`config.mk`:
```
export PLATFORM = sky130hd
export DESIGN_NAME = uart_tx_arbiter
export DESIGN_NICKNAME = d
export VERILOG_FILES = /design/src/rtl/uart_pkg.sv /design/src/rtl/rr_pick.sv /design/src/rtl/uart_tx_arbiter.sv
export SDC_FILE = /design/constraint.sdc
export NUM_CORES = 1
export LEC_CHECK = 0
export BUFFER_PORTS_ARGS = -buffer_cell sky130_fd_sc_hd__buf_2
export CAP_MARGIN = 0
export CORE_ASPECT_RATIO = 1.5
export CORE_MARGIN = 1
export CORE_UTILIZATION = 25
export DETAILED_ROUTE_END_ITERATION = 8
export PLACE_DENSITY = 0.5
export SLEW_MARGIN = 20
export SYNTH_ARGS = -nofsm -noshare
export SYNTH_HDL_FRONTEND = slang
export SYNTH_SLANG_ARGS = --single-unit
```
`constraint.sdc`:
```
create_clock -name clk -period 5.06 [get_ports clk]
set_input_delay 0.759 -clock clk [delete_from_list [all_inputs] [get_ports clk]]
set_output_delay 0.759 -clock clk [all_outputs]
set_load 0.005 [all_outputs]
```
`src/rtl/uart_pkg.sv`:
```
// Shared definitions for the UART transmit arbiter: FSM encoding, default timing
// constants and the round-robin index helper.
package uart_pkg;

  typedef enum logic {
    ST_IDLE = 1'b0,
    ST_OWN  = 1'b1
  } state_e;

  // One bit time at 115200 baud, in ns.
  localparam int unsigned BPS_115200 = 8680;

  // Default system clock period, in ns (50 MHz).
  localparam int unsigned CLK_PERIOD_NS = 20;

  // Candidate index `step` positions after `base`, wrapping modulo `n`.
  function automatic int unsigned rr_index(input int unsigned base, input int unsigned step,
                                           input int unsigned n);
    return (base + step) % n;
  endfunction

endpackage

```
`src/rtl/rr_pick.sv`:
```
// Combinational round-robin picker: first set request searching upward from ptr+1,
// wrapping. Returns the choice one-hot and as a binary index. All zeros when nothing
// is requesting.
module rr_pick
  import uart_pkg::*;
#(
  parameter  int unsigned NumReq = 4,
  localparam int unsigned IdxW   = $clog2(NumReq)
) (
  input  logic [NumReq-1:0] req_i,
  input  logic [IdxW-1:0]   ptr_i,
  output logic [NumReq-1:0] pick_o,
  output logic [IdxW-1:0]   idx_o
);

  logic        found;
  int unsigned cand;

  // Scan ptr+1 .. ptr+NumReq; the previous owner (ptr itself) is checked last.
  always_comb begin
    pick_o = '0;
    idx_o  = '0;
    found  = 1'b0;
    cand   = 0;
    for (int unsigned k = 1; k <= NumReq; k++) begin
      cand = rr_index(32'(ptr_i), k, NumReq);
      if (!found && req_i[cand]) begin
        found        = 1'b1;
        pick_o[cand] = 1'b1;
        idx_o        = IdxW'(cand);
      end
    end
  end

endmodule

```
`src/rtl/uart_tx_arbiter.sv`:
```
// Packet-locked round-robin arbiter sharing one UART byte serializer among NUM_REQ
// requesters. The owner's valid/data/ready are passed straight through; ownership
// ends on a handshake of a byte flagged last.
// Optional stall eviction is built only when UART_ARB_TIMEOUT_EN is defined.
module uart_tx_arbiter
  import uart_pkg::*;
#(
  parameter int unsigned NUM_REQ        = 4,
  parameter int unsigned TIMEOUT_CYCLES = 1_000_000
) (
  input  logic                 clk,
  input  logic                 rst,
  input  logic [NUM_REQ-1:0]   req_valid,
  input  logic [8*NUM_REQ-1:0] req_data,
  input  logic [NUM_REQ-1:0]   req_last,
  output logic [NUM_REQ-1:0]   req_ready,
  output logic [7:0]           tx_data,
  output logic                 tx_valid,
  input  logic                 tx_ready,
  output logic [NUM_REQ-1:0]   grant,
  output logic                 busy,
  output logic                 timeout
);

  localparam int unsigned IdxW = $clog2(NUM_REQ);

  if (NUM_REQ < 2 || NUM_REQ > 8 || TIMEOUT_CYCLES < 1) begin : g_bad_params
    $error("uart_tx_arbiter: NUM_REQ must be 2..8 and TIMEOUT_CYCLES at least 1");
  end

  state_e             state_q;
  logic [NUM_REQ-1:0] grant_q;
  logic [IdxW-1:0]    gidx_q;
  logic [IdxW-1:0]    ptr_q;
  logic               busy_q;

  logic [NUM_REQ-1:0] pick;
  logic [IdxW-1:0]    pick_idx;
  logic               own;
  logic               own_valid;
  logic               hs;
  logic               hs_last;

  rr_pick #(
    .NumReq(NUM_REQ)
  ) u_pick (
    .req_i (req_valid),
    .ptr_i (ptr_q),
    .pick_o(pick),
    .idx_o (pick_idx)
  );

  assign own       = (state_q == ST_OWN);
  assign own_valid = req_valid[gidx_q];
  assign hs        = own & own_valid & tx_ready;
  assign hs_last   = hs & req_last[gidx_q];

  // Owner pass-through; everything reads zero outside OWN.
  always_comb begin
    tx_valid  = 1'b0;
    tx_data   = 8'h00;
    req_ready = '0;
    if (own) begin
      tx_valid  = own_valid;
      tx_data   = req_data[{gidx_q, 3'b000} +: 8];
      req_ready = grant_q & {NUM_REQ{tx_ready}};
    end
  end

`ifdef UART_ARB_TIMEOUT_EN
  localparam int unsigned CntW = $clog2(TIMEOUT_CYCLES + 1);

  logic [CntW-1:0] cnt_q;
  logic            timeout_q;
  logic            stall_expire;

  // This stall cycle is the TIMEOUT_CYCLES-th in a row.
  assign stall_expire = own & ~own_valid & (cnt_q == CntW'(TIMEOUT_CYCLES - 1));
  assign timeout      = timeout_q;
`else
  assign timeout = 1'b0;
`endif

  assign grant = grant_q;
  assign busy  = busy_q;

  // Arbitration FSM, rotation pointer and optional stall counter.
  always_ff @(posedge clk) begin
    if (rst) begin
      state_q <= ST_IDLE;
      grant_q <= '0;
      gidx_q  <= '0;
      ptr_q   <= IdxW'(NUM_REQ - 1);
      busy_q  <= 1'b0;
`ifdef UART_ARB_TIMEOUT_EN
      cnt_q     <= '0;
      timeout_q <= 1'b0;
`endif
    end else begin
`ifdef UART_ARB_TIMEOUT_EN
      timeout_q <= 1'b0;
`endif
      unique case (state_q)
        ST_IDLE: begin
          if (|req_valid) begin
            state_q <= ST_OWN;
            grant_q <= pick;
            gidx_q  <= pick_idx;
            busy_q  <= 1'b1;
`ifdef UART_ARB_TIMEOUT_EN
            cnt_q   <= '0;
`endif
          end
        end
        ST_OWN: begin
          if (hs_last) begin
            state_q <= ST_IDLE;
            grant_q <= '0;
            busy_q  <= 1'b0;
            ptr_q   <= gidx_q;
          end
`ifdef UART_ARB_TIMEOUT_EN
          else if (hs) begin
            cnt_q <= '0;
          end else if (stall_expire) begin
            state_q   <= ST_IDLE;
            grant_q   <= '0;
            busy_q    <= 1'b0;
            ptr_q     <= gidx_q;
            timeout_q <= 1'b1;
            cnt_q     <= '0;
          end else if (!own_valid) begin
            cnt_q <= cnt_q + CntW'(1);
          end
`endif
        end
        default: state_q <= ST_IDLE;
      endcase
    end
  end

endmodule

```
## Word level (Yosys, flattened, before mapping)

Index checks and enable logic that the tools add are counted.

- Input bits: 43
- Memory bits (read-only): 0
- Register bits after elaboration: 10
- Memories: 0
- Latch bits: 0
- Output and inout port bits: 19
- Memory bits (writable): 0

- $lt $le $gt $ge: 9
- Reductions and logical operators: 14
- Muxes and demuxes: 43
- Equality and inequality tests: 2
- Multiply operators: 0
- Add/sub/neg operators: 4
- Bitwise logic cells: 8
- Divide/modulo/power cells: 0
- Shift operators: 1

Operators by type and width:

| operator | number |
|---|---|
| indexed part select 32 x 6 -> 8 bit | 1 |
| two-way mux 4 bit | 7 |
| two-way mux 1 bit | 18 |
| < comparator 2 x 3 -> 1 bit (second input constant) | 5 |
| binary-select mux 1 bit (select 2 bit) | 6 |
| OR 4 bit | 3 |
| demux 1 bit (select 2 bit) | 4 |
| greater-or-equal comparator 2 x 1 -> 1 bit (second input constant) | 4 |
| two-way mux 2 bit | 4 |
| two-way mux 8 bit | 1 |
| one-hot mux 4 bit (2 select lines) | 1 |
| logical AND 1 bit | 7 |
| AND reduction 2 bit | 3 |
| adder 2 x 1 -> 2 bit (second input constant) | 2 |
| adder 2 bit (second input constant) | 2 |
| bitwise AND 4 bit | 1 |
| one-hot mux 1 bit (2 select lines) | 2 |
| OR reduction 4 bit | 1 |
| bitwise AND 1 bit | 3 |
| zero test 1 bit | 3 |
| inequality test 2 x 1 -> 1 bit (second input constant) | 1 |
| inequality test 2 bit (second input constant) | 1 |
| NOT 1 bit | 1 |

## Depth between registers and ports, before layout

- Word-level depth: 15
- Gate-level depth with buffers: 9
- Mapped depth without buffers: 7

## By module

A second synthesis with hierarchy kept.

- Cells, all modules: 123
- Area total of the unflattened synthesis: 1237.4 µm²

By module, submodules not included:

| module | instances | cells each | area an instance (µm²) |
|---|---|---|---|
| uart_tx_arbiter | 1 | 64 | 747.0 |
| rr_pick | 1 | 59 | 490.5 |

## Worst setup path after synthesis

OpenSTA, ideal clock, no wires.

- Path kind: register -> register
- Start: reg ptr_q[0]
- End: reg gidx_q[1]
- Data arrival time: 2422 ps
- Setup time: 119 ps
- Cell stages (with the launch flop): 10
- Clock period less this slack: 2541 ps
- Required time: 4941 ps
- Setup slack: 2519 ps
- Cell sequence: dfxtp_1 -> buf_4 -> inv_1 -> ha_1 -> buf_6 -> mux4_2 -> or2_4 -> a21oi_1 -> a221oi_1 -> o221a_2

- Word-level cells in the longest chain between the ends: 13

RTL lines:

| what | line | text |
|---|---|---|
| start: declaration | uart_tx_arbiter.sv:34 | `logic [IdxW-1:0] ptr_q;` |
| start signal: assignment | uart_tx_arbiter.sv:93 | `ptr_q <= IdxW'(NUM_REQ - 1);` |
| start signal: assignment | uart_tx_arbiter.sv:120 | `ptr_q <= gidx_q;` |
| adder 2 x 1 -> 2 bit | uart_pkg.sv:19 | `return (base + step) % n;` |
| binary-select mux 1 bit (select 2 bit) | rr_pick.sv:27 | `if (!found && req_i[cand]) begin` |
| two-way mux 1 bit (implied by the code) | rr_pick.sv:27 |  |
| two-way mux 1 bit | rr_pick.sv:27 |  |
| zero test 1 bit | rr_pick.sv:27 |  |
| logical AND 1 bit | rr_pick.sv:27 |  |
| two-way mux 1 bit | rr_pick.sv:27 |  |
| zero test 1 bit | rr_pick.sv:27 |  |
| logical AND 1 bit | rr_pick.sv:27 |  |
| two-way mux 1 bit | rr_pick.sv:27 |  |
| zero test 1 bit | rr_pick.sv:27 |  |
| logical AND 1 bit | rr_pick.sv:27 |  |
| two-way mux 2 bit (*) | rr_pick.sv:27 |  |
| end signal: assignment | uart_tx_arbiter.sv:108 | `gidx_q <= pick_idx;` |
| end: declaration | uart_tx_arbiter.sv:33 | `logic [IdxW-1:0] gidx_q;` |

Mark *: on every way between the ends. The rest lies on a longest branch, timed or not. The select of a mux whose other input is x is not followed.
A chain may end at the register's enable or synchronous reset.

## Worst setup path in the final report

Same ends and word-level chain as after synthesis.

==> impl_results.md <==
- Residual DRC: 0
- Startpoint types: flip-flop
- Setup TNS: 0 ns
- Seq cells post-synth: 10
- Delay-heaviest family, CP: flip-flops
- DIE HEIGHT: 86.6 µm
- Crit-path cells: inv_1 > ha_1 > mux4_2 > or2_4 > a21oi_1 > a221oi_1 > o221a_2
- Grt met2 use: 0.230
- Cts repair resizes: 0
- Final WL: 3050 µm
- Leak: 0.737 nW
- Initial antenna violation count: 0
- Vias per cell: 4.77
- Mean Syn Cell Area: 9.95 µm²
- Crit path max fanout: 16
- CTS Root Cell: clkbuf_8
- Rows: 30
- Total CTS buffers: 3
- Fmax achieved: 333 MHz
- Clock Latency Late Sink: 0.23 ns
- Ant diodes: 0
- Worst EP required: 5.18 ns
- Maximum vdd drop: 75.0 µV
- Worst-path clk slew: 0.05 ns
- PortBufs: 60
- PwrDens: 198 nW/µm²
- Final period util: 0.594
- Endpoints failing setup: 0
- CTS tree: built
- Layout cells sized above 1: 0.474
- Class of the worst hold path: reg -> reg
- Die area: 5060 µm²
- Actual slew at the worst max-slew pin: 0.956 ns
- Largest stage delay, worst path: 0.73 ns
- Status: completed
- CP arrival: 3.13 ns
- Grt peak-use layer: met2
- Met1 GRT Util: 0.146
- Max-cap violations: 0
- Final slew viol count: 0
- Synth warnings: 0
- Gpl congestion: 0.745
- Vias in the first global route: 1126
- Nets: 226
- CTS Buffer Depth: 2
- Sequential area share after synthesis: 0.168
- Routed wire per std cell: 12.9 µm
- Hold bufs inserted after CTS: 0
- Post-DRT Antenna Nets: 0
- Worst Path Buf+Inv: 1
- RSZ-0062 raised after global routing: false
- # IOs: 62
- Vias: 1130
- Max_slew headroom: 0.363
- Largest net degree at the start of global routing: 17
- Slowest CP cell: dfxtp_1
- GRT Total Usage: 0.127
- Die Wd: 58.4 µm
- Clock skew: 0.00488 ns
- TritonRoute pass-1 iters: 3
- Min Clock Period, post-route: 3.01 ns
- Iter 0 DRT Violations: 9
- Initial Utilization: 0.263
- First-pass GRT wire length: 5040 µm
- Final core occ: 0.343
- Post-synthesis cell type count: 33
- CORE AREA: 4540 µm²
- R2r setup slk: 2.05 ns
- Grt ovf: 0
- Post-CTS Setup Bufs: 0
- CP endpoint kind: flip-flop
- Final Hold Viols: 0
- H-tree levels: 1
- Syn Nets: 171
- CP Class: reg -> reg
- GR met3 Demand/Resource: 0.0224
- # clock sinks: 10
- Synth-to-Final Area Change: 30.4%
- Cell Area, Synth: 1190 µm²
- Hold_ws: 0.487 ns
- Post-synthesis instance total: 120
- Post-detail-place hpwl: 2440 µm
==> registers in the layout, indices dropped and copies added, names as in the netlist <==
register  cells
own           1
grant         4
ptr_q         2
busy          1
gidx_q        2
==> cell families (layout without fill, tap and decap cells) <==
family	count (synthesis)	after routing	share of synthesized area
muxes	25	25	0.361
DFF	10	10	0.168
and+or+nand+nor	34	34	0.159
adders and majority gates	8	8	0.0839
buffers and inverters	16	69	0.0681
other	1	1	0.00314
AOI/OAI and AO/OA	26	26	0.157
==> where the power goes <==
| group | internal, mW | leakage [nW] | switching (mW) |
|---|---|---|---|
| Sequential | 0.0871 | 0.0828 | 0.0187 |
| Clock | 0.0518 | 0.0216 | 0.0278 |
| Combinational | 0.0741 | 0.632 | 0.0492 |
==> layer usage <==
metal | vias up | wire length, µm | share of wire
met2 | 40 | 1590 | 0.52
li1 | 561 | - | -
met3 | 4 | 203 | 0.067
met1 | 525 | 1220 | 0.40
met4 | 0 | 33 | 0.011
met5 | - | 0 | 0
==> cells in the mapped netlist (all sizes together) <==
| master | n | area share |
|---|---|---|
| a211o | 2 | 0.015 |
| a211oi | 2 | 0.013 |
| a21oi | 8 | 0.034 |
| a221oi | 1 | 0.0073 |
| a22o | 4 | 0.029 |
| a311oi | 4 | 0.029 |
| a31oi | 2 | 0.010 |
| and2 | 9 | 0.047 |
| and3 | 5 | 0.026 |
| buf | 8 | 0.043 |
| clkbuf | 2 | 0.0063 |
| conb | 1 | 0.0031 |
| dfxtp | 10 | 0.17 |
| ha | 8 | 0.084 |
| inv | 6 | 0.019 |
| mux2 | 1 | 0.0094 |
| mux2i | 10 | 0.084 |
| mux4 | 14 | 0.27 |
| nand2 | 5 | 0.016 |
| nand2b | 2 | 0.013 |
| nand4 | 1 | 0.0052 |
| nor2 | 10 | 0.038 |
| nor2b | 1 | 0.0073 |
| o21ai | 1 | 0.0042 |
| o21bai | 1 | 0.0063 |
| o221a | 1 | 0.0094 |
| or2 | 1 | 0.0073 |
==> metrics by stage <==
stage                     power [mW]  instance area [µm²]  setup slack (ns)  cells
final                          0.309                 1560              2.05    237
after global routing           0.336                 1560              1.76    237
after CTS                      0.315                 1560              2.01    237
after floorplan                0.192                 1190              2.52    120
after detailed placement       0.233                 1520              2.04    234
after global placement         0.233                 1520              2.08    234
==> final cells by class <==
type / count / area [µm²]
Sequential cell: 10 / 200
Timing Repair Buffer: 60 / 300
Tap cell: 64 / 80.1
Fill cell: 478 / 2990
Multi-Input combinational cell: 94 / 912
Clock buffer: 3 / 41.3
Inverter: 6 / 22.5
==> worst min-delay path: stages, from the launching register on <==
cell	delay, ns
dfxtp_1	0.32
a21oi_1	0.06
nor2_1	0.07
==> cells in the final DEF (no fill, tap or decap) <==
cell	instances
dfxtp_1	10
ha_1	8
nand2b_1	1
a22o_1	4
or2_4	1
nand2_1	5
and3_1	5
nor2_4	1
a221oi_1	1
a211oi_1	2
o21bai_1	1
nand4_1	1
nand2b_2	1
and2_1	9
clkbuf_8	3
a31oi_1	2
inv_1	6
nor2b_2	1
mux2i_1	10
o221a_2	1
conb_1	1
mux4_1	1
o21ai_0	1
nor2_1	9
buf_2	60
mux4_2	13
a211o_1	2
mux2_2	1
a311oi_1	4
a21oi_1	8
==> worst paths after layout <==
| path | endpoint | cells after the start | from |
|---|---|---|---|
| worst max-delay path | gidx_q[1]$_SDFFE_PP0P_ | 7 | ptr_q[0]$_SDFFE_PP1P_ |
| worst min-delay path | busy$_SDFFE_PP0P_ | 2 | busy$_SDFFE_PP0P_ |
| worst max register to register | gidx_q[1]$_SDFFE_PP0P_ | 7 | ptr_q[0]$_SDFFE_PP1P_ |
| worst min register to register | busy$_SDFFE_PP0P_ | 2 | busy$_SDFFE_PP0P_ |
Power figures use the tool's default switching activity.
